### src/rtl/bloom_distinct_counter.sv
// bloom_distinct_counter: streaming distinct-element counter on a k-hash Bloom filter.
// Keys flow through two stages: stage 1 registers the k filter indices, stage 2
// looks them up combinationally and commits any miss at the next edge. A clear
// request drains the pipeline, then zeroes the filter one word per cycle.
//
// state | meaning
// RUN   | accepting keys unless a clear is pending
// DRAIN | clear pending, waiting for the stage-1 key to commit
// CLEAR | zeroing filter word clr_ptr_q each cycle
module bloom_distinct_counter #(
  parameter int DATA_W      = 8,
  parameter int FILTER_BITS = 256,
  parameter int NUM_HASH    = 2,
  parameter int CNT_W       = 16,
  parameter int WORD_W      = 16
) (
  input  logic                           wb_clk_i,
  input  logic                           wb_rst_i,
  input  logic                           in_valid,
  output logic                           in_ready,
  input  logic [DATA_W-1:0]              in_data,
  input  logic                           clear_i,
  output logic                           busy_o,
  output logic                           res_valid,
  output logic                           res_hit,
  output logic [CNT_W-1:0]               count_o,
  output logic                           count_sat_o,
  output logic [$clog2(FILTER_BITS):0]   fill_o
);

  localparam int IDX_W     = $clog2(FILTER_BITS);
  localparam int NUM_WORDS = FILTER_BITS / WORD_W;
  localparam int PTR_W     = (NUM_WORDS > 1) ? $clog2(NUM_WORDS) : 1;

  typedef enum logic [1:0] {
    ST_RUN   = 2'd0,
    ST_DRAIN = 2'd1,
    ST_CLEAR = 2'd2
  } state_t;

  state_t                 state_q, state_d;
  logic                   clear_pend_q;
  logic [PTR_W-1:0]       clr_ptr_q;

  logic                   s1_valid_q;
  logic [IDX_W-1:0]       s1_idx_q [NUM_HASH];

  logic [FILTER_BITS-1:0] filter_q;
  logic [CNT_W-1:0]       count_q;
  logic [IDX_W:0]         fill_q;
  logic                   res_valid_q;
  logic                   res_hit_q;

  logic                   accept;
  logic                   s2_hit;
  logic                   s2_dup;
  logic [2:0]             s2_new_bits;
  logic [FILTER_BITS-1:0] s2_set_mask;

  // Multiplicative hash: top IDX_W bits of the low 32 bits of key * constant.
  function automatic logic [IDX_W-1:0] hash_idx(input logic [DATA_W-1:0] key, input int sel);
    logic [31:0] x;
    logic [31:0] c;
    logic [31:0] p;
    x = 32'(key);
    case (sel)
      0:       c = 32'h9E3779B1;
      1:       c = 32'h85EBCA77;
      2:       c = 32'hC2B2AE3D;
      default: c = 32'h27D4EB2F;
    endcase
    p = x * c;
    return IDX_W'(p >> (32 - IDX_W));
  endfunction

  assign accept      = in_valid && in_ready;
  assign busy_o      = clear_pend_q;
  assign res_valid   = res_valid_q;
  assign res_hit     = res_hit_q;
  assign count_o     = count_q;
  assign count_sat_o = &count_q;
  assign fill_o      = fill_q;

  // Stage-2 lookup: hit when every indexed bit is set; new bits count each distinct index once.
  always_comb begin
    s2_hit      = 1'b1;
    s2_dup      = 1'b0;
    s2_new_bits = 3'd0;
    s2_set_mask = '0;
    for (int i = 0; i < NUM_HASH; i++) begin
      s2_dup = 1'b0;
      for (int j = 0; j < i; j++) begin
        if (s1_idx_q[j] == s1_idx_q[i]) s2_dup = 1'b1;
      end
      if (!filter_q[s1_idx_q[i]]) begin
        s2_hit = 1'b0;
        if (!s2_dup) s2_new_bits = s2_new_bits + 3'd1;
      end
      s2_set_mask[s1_idx_q[i]] = 1'b1;
    end
  end

  // Next-state and handshake decode.
  always_comb begin
    state_d  = state_q;
    in_ready = 1'b0;
    case (state_q)
      ST_RUN: begin
        in_ready = !clear_pend_q;
        if (clear_pend_q) state_d = ST_DRAIN;
      end
      ST_DRAIN: begin
        // Stage 2 is combinational over stage 1, so an empty stage 1 means nothing is left to commit.
        if (!s1_valid_q) state_d = ST_CLEAR;
      end
      ST_CLEAR: begin
        if (clr_ptr_q == PTR_W'(NUM_WORDS - 1)) state_d = ST_RUN;
      end
      default: state_d = ST_RUN;
    endcase
  end

  // State register, clear request latch and clear word pointer.
  always_ff @(posedge wb_clk_i) begin
    if (wb_rst_i) begin
      state_q      <= ST_RUN;
      clear_pend_q <= 1'b0;
      clr_ptr_q    <= '0;
    end else begin
      state_q <= state_d;
      // Requests arriving outside RUN are ignored so a held clear_i cannot re-trigger.
      if (state_q == ST_RUN && clear_i) begin
        clear_pend_q <= 1'b1;
      end else if (state_q == ST_CLEAR && state_d == ST_RUN) begin
        clear_pend_q <= 1'b0;
      end
      if (state_q == ST_DRAIN) begin
        clr_ptr_q <= '0;
      end else if (state_q == ST_CLEAR) begin
        clr_ptr_q <= clr_ptr_q + PTR_W'(1);
      end
    end
  end

  // Stage 1: capture the hash indices of an accepted key.
  always_ff @(posedge wb_clk_i) begin
    if (wb_rst_i) begin
      s1_valid_q <= 1'b0;
      for (int i = 0; i < NUM_HASH; i++) s1_idx_q[i] <= '0;
    end else begin
      s1_valid_q <= accept;
      if (accept) begin
        for (int i = 0; i < NUM_HASH; i++) s1_idx_q[i] <= hash_idx(in_data, i);
      end
    end
  end

  // Filter bits: set on a stage-2 miss, zeroed word by word during CLEAR.
  always_ff @(posedge wb_clk_i) begin
    if (wb_rst_i) begin
      filter_q <= '0;
    end else if (state_q == ST_CLEAR) begin
      filter_q[int'(clr_ptr_q) * WORD_W +: WORD_W] <= '0;
    end else if (s1_valid_q && !s2_hit) begin
      filter_q <= filter_q | s2_set_mask;
    end
  end

  // Distinct count (saturating) and fill count; both restart when CLEAR is entered.
  always_ff @(posedge wb_clk_i) begin
    if (wb_rst_i) begin
      count_q <= '0;
      fill_q  <= '0;
    end else if (state_q == ST_DRAIN && state_d == ST_CLEAR) begin
      count_q <= '0;
      fill_q  <= '0;
    end else if (s1_valid_q && !s2_hit) begin
      if (count_q != {CNT_W{1'b1}}) count_q <= count_q + CNT_W'(1);
      fill_q <= fill_q + (IDX_W + 1)'(s2_new_bits);
    end
  end

  // Result strobe, two edges after acceptance.
  always_ff @(posedge wb_clk_i) begin
    if (wb_rst_i) begin
      res_valid_q <= 1'b0;
      res_hit_q   <= 1'b0;
    end else begin
      res_valid_q <= s1_valid_q;
      res_hit_q   <= s1_valid_q && s2_hit;
    end
  end

endmodule

### config.mk
export PLATFORM = sky130hd
export DESIGN_NAME = bloom_distinct_counter
export DESIGN_NICKNAME = d
export VERILOG_FILES = /design/src/rtl/bloom_distinct_counter.sv
export SDC_FILE = /design/constraint.sdc
export NUM_CORES = 1
export LEC_CHECK = 0
export ABC_CLOCK_PERIOD_IN_PS = 10200
export BUFFER_PORTS_ARGS = -buffer_cell sky130_fd_sc_hd__buf_2
export CORE_ASPECT_RATIO = 0.8
export CORE_MARGIN = 8
export CORE_UTILIZATION = 55
export CTS_BUF_LIST = sky130_fd_sc_hd__clkbuf_8
export DETAILED_ROUTE_END_ITERATION = 7
export PLACE_DENSITY_LB_ADDON = 0.3
export SLEW_MARGIN = 10
export SYNTH_ARGS = -nofsm -noshare
export SYNTH_HDL_FRONTEND = slang
export SYNTH_SLANG_ARGS = --single-unit
### constraint.sdc
create_clock -name wb_clk_i -period 10.2 [get_ports wb_clk_i]
set_input_delay 3.06 -clock wb_clk_i [delete_from_list [all_inputs] [get_ports wb_clk_i]]
set_output_delay 3.06 -clock wb_clk_i [all_outputs]
set_load 0.02 [all_outputs]
=== Word-level counts from Yosys, hierarchy flattened ===
Memories as Yosys holds them, arrays and structs flattened.
Index checks and enable logic that the tools add are counted.

* RAM bits: 16
* Logic and storage cells: 86
* Bits of input ports: 12
* Flip-flop bits (word level): 291
* Output and inout port bits: 30
* Memories: 1

{| class="wikitable"
|+ Memory list
! memory !! words !! bits a word !! read ports !! clocked after Yosys merged registers in !! write ports !! RTL line !! source
|-
| s1_idx_q || 2 || 8 || 2 || 0 || 2 || 46 || <nowiki>logic [IDX_W-1:0] s1_idx_q [NUM_HASH];</nowiki>
|}

* Muxes and demuxes: 35
* $lt $le $gt $ge: 4
* Reduce and logical (&&, ||, !) cells: 18
* Equal/unequal tests: 6
* Add/sub/neg operators: 5
* Bitwise gates (word level): 4
* Shift operators: 2
* Multipliers: 2

{| class="wikitable"
|+ Operators by type and width
! operator !! count
|-
| 256-bit 2-to-1 mux || 2
|-
| 256-bit OR || 2
|-
| 256-bit bitwise mux || 1
|-
| 16-bit by 33-bit variable shift with 256-bit output, first input constant || 1
|-
| 16-bit by 33-bit indexed part select with 256-bit output, first input constant || 1
|-
| 32-bit 2-to-1 mux || 4
|-
| 8-bit by 32-bit multiplier with 32-bit output || 2
|-
| 8-bit negation with 33-bit output || 1
|-
| 8-bit by 9-bit < comparator with 1-bit output, second input constant || 2
|-
| 16-bit by 1-bit adder with 16-bit output, second input constant || 1
|-
| 1-bit binary-select mux with 8-bit select || 2
|-
| 1-bit demux with 8-bit select || 2
|-
| 8-bit by 1-bit >= comparator with 1-bit output, second input constant || 2
|-
| 1-bit 2-to-1 mux || 16
|-
| 8-bit 2-to-1 mux || 2
|-
| 16-bit inequality test, second input constant || 1
|-
| 16-bit AND reduction || 1
|-
| 9-bit by 3-bit adder with 9-bit output || 1
|-
| 8-bit == test || 1
|-
| 1-bit logical AND || 8
|-
| 2-bit 2-to-1 mux || 3
|-
| 3-bit 2-to-1 mux || 2
|-
| 2-bit one-hot mux with 3 select lines || 1
|-
| 4-bit by 1-bit adder with 4-bit output, second input constant || 1
|-
| 10 further kinds || 16
|}

=== Depth between registers and ports, before layout ===
An unclocked memory read counts as a cell.

* Depth in word-level cells: 9
* Depth in mapped cells: 19
* Mapped depth without buffers: 19

=== Least setup slack after synthesis ===
No wires, ideal clock.

* Path type: input-to-reg
* Start: input port in_data[5]
* End: memory s1_idx_q[0][15] (netlist name), data pin
* Stages on the path: 16
* Path buffers: 0
* Slack: 2,444 ps
* Required time: 9,937 ps
* Arrival: 7,494 ps
* Cells stage by stage: fa_1 fa_1 fa_1 inv_1 fa_1 inv_1 ha_1 a211oi_1 nand2_1 or4_1 a21oi_1 o21ai_0 a211o_1 o31ai_1 xnor2_1 nor2_1

{| class="wikitable"
|+ RTL lines
! what !! RTL line !! source
|-
| start, declared || 21 || <nowiki>input logic [DATA_W-1:0] in_data,</nowiki>
|-
| end, declared || 46 ||
|}

==> flow_results.org <==
** Outcome
- Status :: finished, final reports clean

** Worst setup path
- WP data required :: 10,520 ps
- STA puts the critical path data arrival time at 8120 ps.
- In this design, the stage delay of the slowest critical-path cell is 830 ps.
- Startpoint of the lowest-slack register-to-register path :: s1_idx_q[0][9]
- Of all nets on the critical path, the largest fanout is 8.
- On the critical path, the stage with the largest delay is an instance of sky130_fd_sc_hd__fa_1.
- Critical path startpoint :: in_data[2]
- Setup crit start kind :: input pin
- The critical path goes through buf_2 -> fa_1 -> inv_1 -> fa_1 -> inv_1 -> fa_1 -> inv_1 -> fa_1 -> inv_1 -> ha_1 -> a21o_1 -> a21o_1 -> a21o_1 -> a21oi_1 -> a2bb2oi_1 -> nand3_1 -> a31oi_1 -> a21oi_1 -> xnor2_1 -> nor2_1.
- Worst setup path class :: in -> reg
- Worst Reg-to-Reg Cells :: 15
- The worst setup path is captured at a register.

** Clock network
- The cell sitting at the root of the clock tree is a sky130_fd_sc_hd__clkbuf_8.
- After clock tree synthesis, the clock-pin slew on the worst setup and hold paths is 60 ps.
- The H-tree was split into 2 levels.
- Gates resized during post-CTS repair numbered 0.
- The number of hold buffers added after CTS was 0.
- The number of setup buffers added after CTS is 0.
- At the later pin of the worst-skew pair, clock insertion delay measures 620 ps.
- Clock sink total :: 307
- Counting along the longest clock path gives a buffer depth of 3.
- Counting the buffers created by CTS gives 50.
- Clock tree from TritonCTS :: yes

** STA
- The final count of hold timing violations is 0.
- Final hold analysis gives a worst-case slack of 477 ps.
- Worst-case headroom to the max-slew limit :: 0.0784
- RSZ-0062 raised after global routing :: no
- Setup violations remaining at the end of the flow were counted as 0.
- Timing would allow up to 128 MHz.
- Final max-slew violation count :: 0
- Final total negative setup slack :: 0 ps
- Final clock skew :: 32.3 ps
- Period utilization :: 0.765
- Post-layout min period :: 7800 ps
- Worst Tran Pin Value :: 1380 ps

** Place
- Final GP Congestion :: 1.01
- Cell count after placement :: 2,826
- Total of buffers placed on input and output ports :: 41
- The wire-length estimate of the detail-placed layout is 52.5 mm.

** Cells and area
- Final standard cell count with taps included and fillers excluded :: 2,919
- The library cell used most frequently in the layout, excluding fill and tap cells, is sky130_fd_sc_hd__nor2_1.
- Final Net Count :: 2,578
- 0 antenna diodes ended up in the layout.
- The top cell types in the final layout, fill and taps aside, are 309 x sky130_fd_sc_hd__nor2_1, 291 x sky130_fd_sc_hd__dfxtp_1, 266 x sky130_fd_sc_hd__a22oi_1, 228 x sky130_fd_sc_hd__o21a_1, 208 x sky130_fd_sc_hd__inv_1.
- From synthesis to final layout, the design area changed by 8.19%.
- Post-route core utilization :: 0.603
- Fraction of final layout cells with drive strength greater than 1 :: 0.145

** Routing
- In this run, the number of DRC markers left after iteration 0 of detailed routing was 2,777.
- Detailed-routing iteration count for the pre-antenna-repair pass :: 7
- After detailed routing, the total wire length is 76.6 mm.
- Mean routed wirelength per cell :: 26.2 um
- The count of nets left with antenna violations once routing finished came out at 0.
- Mean number of vias per cell :: 6.87
- The routed layout has 20,059 vias.
- Number of design rule violations left after detail routing :: 0

** Synthesis
- Part of the Yosys area used for sequential elements :: 0.279
- Count of distinct cell types in the synthesized netlist :: 59
- For this run, the number of Yosys warnings is 0.
- In this run, synthesis produced a sequential element count of 307.
- Mean instance size in the synthesized netlist :: 9.58 um^2
- Yosys attributes the largest share of cell area to sky130_fd_sc_hd__dfxtp_1 26%, sky130_fd_sc_hd__mux4_2 13%, sky130_fd_sc_hd__fa_1 10%.
- Number of flops mapped to enable cells by yosys :: 16
- Counting every net in the synthesized netlist gives 2,603.
- Of all flip-flops after synthesis, the portion carrying an async set or reset was 0.
- The most used flip-flop cell after synthesis is sky130_fd_sc_hd__dfxtp_1.
- Fraction of synthesized cell area taken by the top area cell type :: 0.258
- The mapped netlist covers 0.0226 mm^2.
- Gate count after technology mapping :: 2,359
- The synthesized design spends more area on one cell type than any other, namely sky130_fd_sc_hd__dfxtp_1.

** Power
- Static Leak :: 0.00907 uW
- After layout, the design draws a total of 4460 uW.
- Maximum resistive drop on vdd :: 0.135 mV
- Total power per unit cell area :: 183 mW/mm^2

** Worst hold path
- Counting instances, the worst hold path has a depth of 1.
- Hold wc startpoint :: filter_q[178]
- Classification of the worst-slack hold path :: reg -> reg

** Run
- The tool flagged a number of max-cap violations equal to 0.

** Floorplanning
- Height of the die :: 197 um
- Die area :: 0.0479 mm^2
- From left edge to right edge, the die measures 243 um.
- Ports placed on the boundary :: 42
- # rows :: 66
- Initial Util :: 0.557
- The floorplan step defined a core boundary enclosing 0.0405 mm^2.

** Global routing
- The first global-routing pass estimated 118 mm of wire.
- Maximum number of pins on one net before global-route repair :: 257
- The number of antenna violations at the first check in global routing was 0.
- GRT Resource Usage Total :: 0.314
- The number of global-route vias before repair came to 19,627.
- Global routing finished with a remaining overflow of 0.
-- synth_stat cells, types with 7 or more instances --
library cell,number
sky130_fd_sc_hd__nor2_1,309
sky130_fd_sc_hd__dfxtp_1,291
sky130_fd_sc_hd__a22oi_1,266
sky130_fd_sc_hd__o21a_1,228
sky130_fd_sc_hd__inv_1,193
sky130_fd_sc_hd__clkbuf_1,135
sky130_fd_sc_hd__mux4_2,128
sky130_fd_sc_hd__ha_1,117
sky130_fd_sc_hd__fa_1,115
sky130_fd_sc_hd__nand2_1,81
sky130_fd_sc_hd__a21oi_1,65
sky130_fd_sc_hd__a221oi_1,43
sky130_fd_sc_hd__a211oi_1,36
sky130_fd_sc_hd__buf_2,36
sky130_fd_sc_hd__nor3_1,35
sky130_fd_sc_hd__o21ai_0,22
sky130_fd_sc_hd__nand2b_1,19
sky130_fd_sc_hd__or3_1,18
sky130_fd_sc_hd__nand3_1,17
sky130_fd_sc_hd__edfxtp_1,16
sky130_fd_sc_hd__xor2_1,16
sky130_fd_sc_hd__a22o_1,14
sky130_fd_sc_hd__xnor2_1,14
sky130_fd_sc_hd__a21o_1,11
sky130_fd_sc_hd__nor2b_1,11
sky130_fd_sc_hd__and3_1,10
sky130_fd_sc_hd__buf_1,9
sky130_fd_sc_hd__nand4_1,9
sky130_fd_sc_hd__nor4_1,8
sky130_fd_sc_hd__o211ai_1,8
sky130_fd_sc_hd__buf_4,7
sky130_fd_sc_hd__mux2i_1,7
-- worst max-delay path: cells and delay by family --
family	cells	cell delay (ps)
XOR/XNOR	1	160
AND/OR/NAND/NOR	2	210
AO/OA/AOI/OAI	7	1400
adder cells (fa/ha/maj)	5	2760
buffers and inverters	5	520
-- kinds of logic (layout without fill, tap and decap cells) --
group,count (synthesis),count (layout),share of synthesized area
and+or+nand+nor,545,545,0.107
AOI/OAI and AO/OA,728,728,0.238
xor gates and xnor gates,30,30,0.0116
DFF,307,307,0.279
buffers and inverters,382,398,0.0673
muxes,135,135,0.131
adders and majority gates,232,232,0.167
-- registers in the layout, summed over array words and instances, names as in the netlist --
register	cells
count_o	16
busy_o	1
res_valid	1
s1_valid_q	1
state_q	2
filter_q	256
s1_idx_q	16
clr_ptr_q	4
fill_o	9
res_hit	1
-- layer usage --
metal  vias up  global-route usage  share of wire
li1       8602                   -              -
met1      9821               0.440           0.40
met2      1335               0.448           0.41
met3       301               0.104           0.15
met4         0               0.116          0.043
met5         -                   0              0
-- cell type report --
class                   count  area, um^2
clock buffers              65         895
clock inverters            28         154
fillers                  3487       16100
inverters                 193         724
multi-input cells        1670       14900
flip-flops and latches    307        6310
well taps                 544         681
repair buffers            112         763
-- per-stage QoR --
stage / area, um^2 / setup WS, ps
2_1_floorplan: 22600 / 2440
3_3_place_gp: 23400 / 1890
3_5_place_dp: 23400 / 1820
4_1_cts: 24400 / 2430
5_1_grt: 24400 / 2130
6_report: 24400 / 2400
-- power breakdown --
| group | total (uW) | switching [uW] | internal (uW) |
|---|---|---|---|
| logic | 2000 | 1280 | 725 |
| registers | 1330 | 87.1 | 1240 |
| clock network | 1130 | 534 | 599 |
-- final timing paths --
| kind | endpoint | slack (ps) |
|---|---|---|
| worst max-delay path | s1_idx_q[0][7] | 2400 |
| worst min-delay path | filter_q[178] | 480 |
| worst max register to register | fill_o[4] | 4370 |
| worst min register to register | filter_q[178] | 480 |
(Power assumes the default switching activity.)
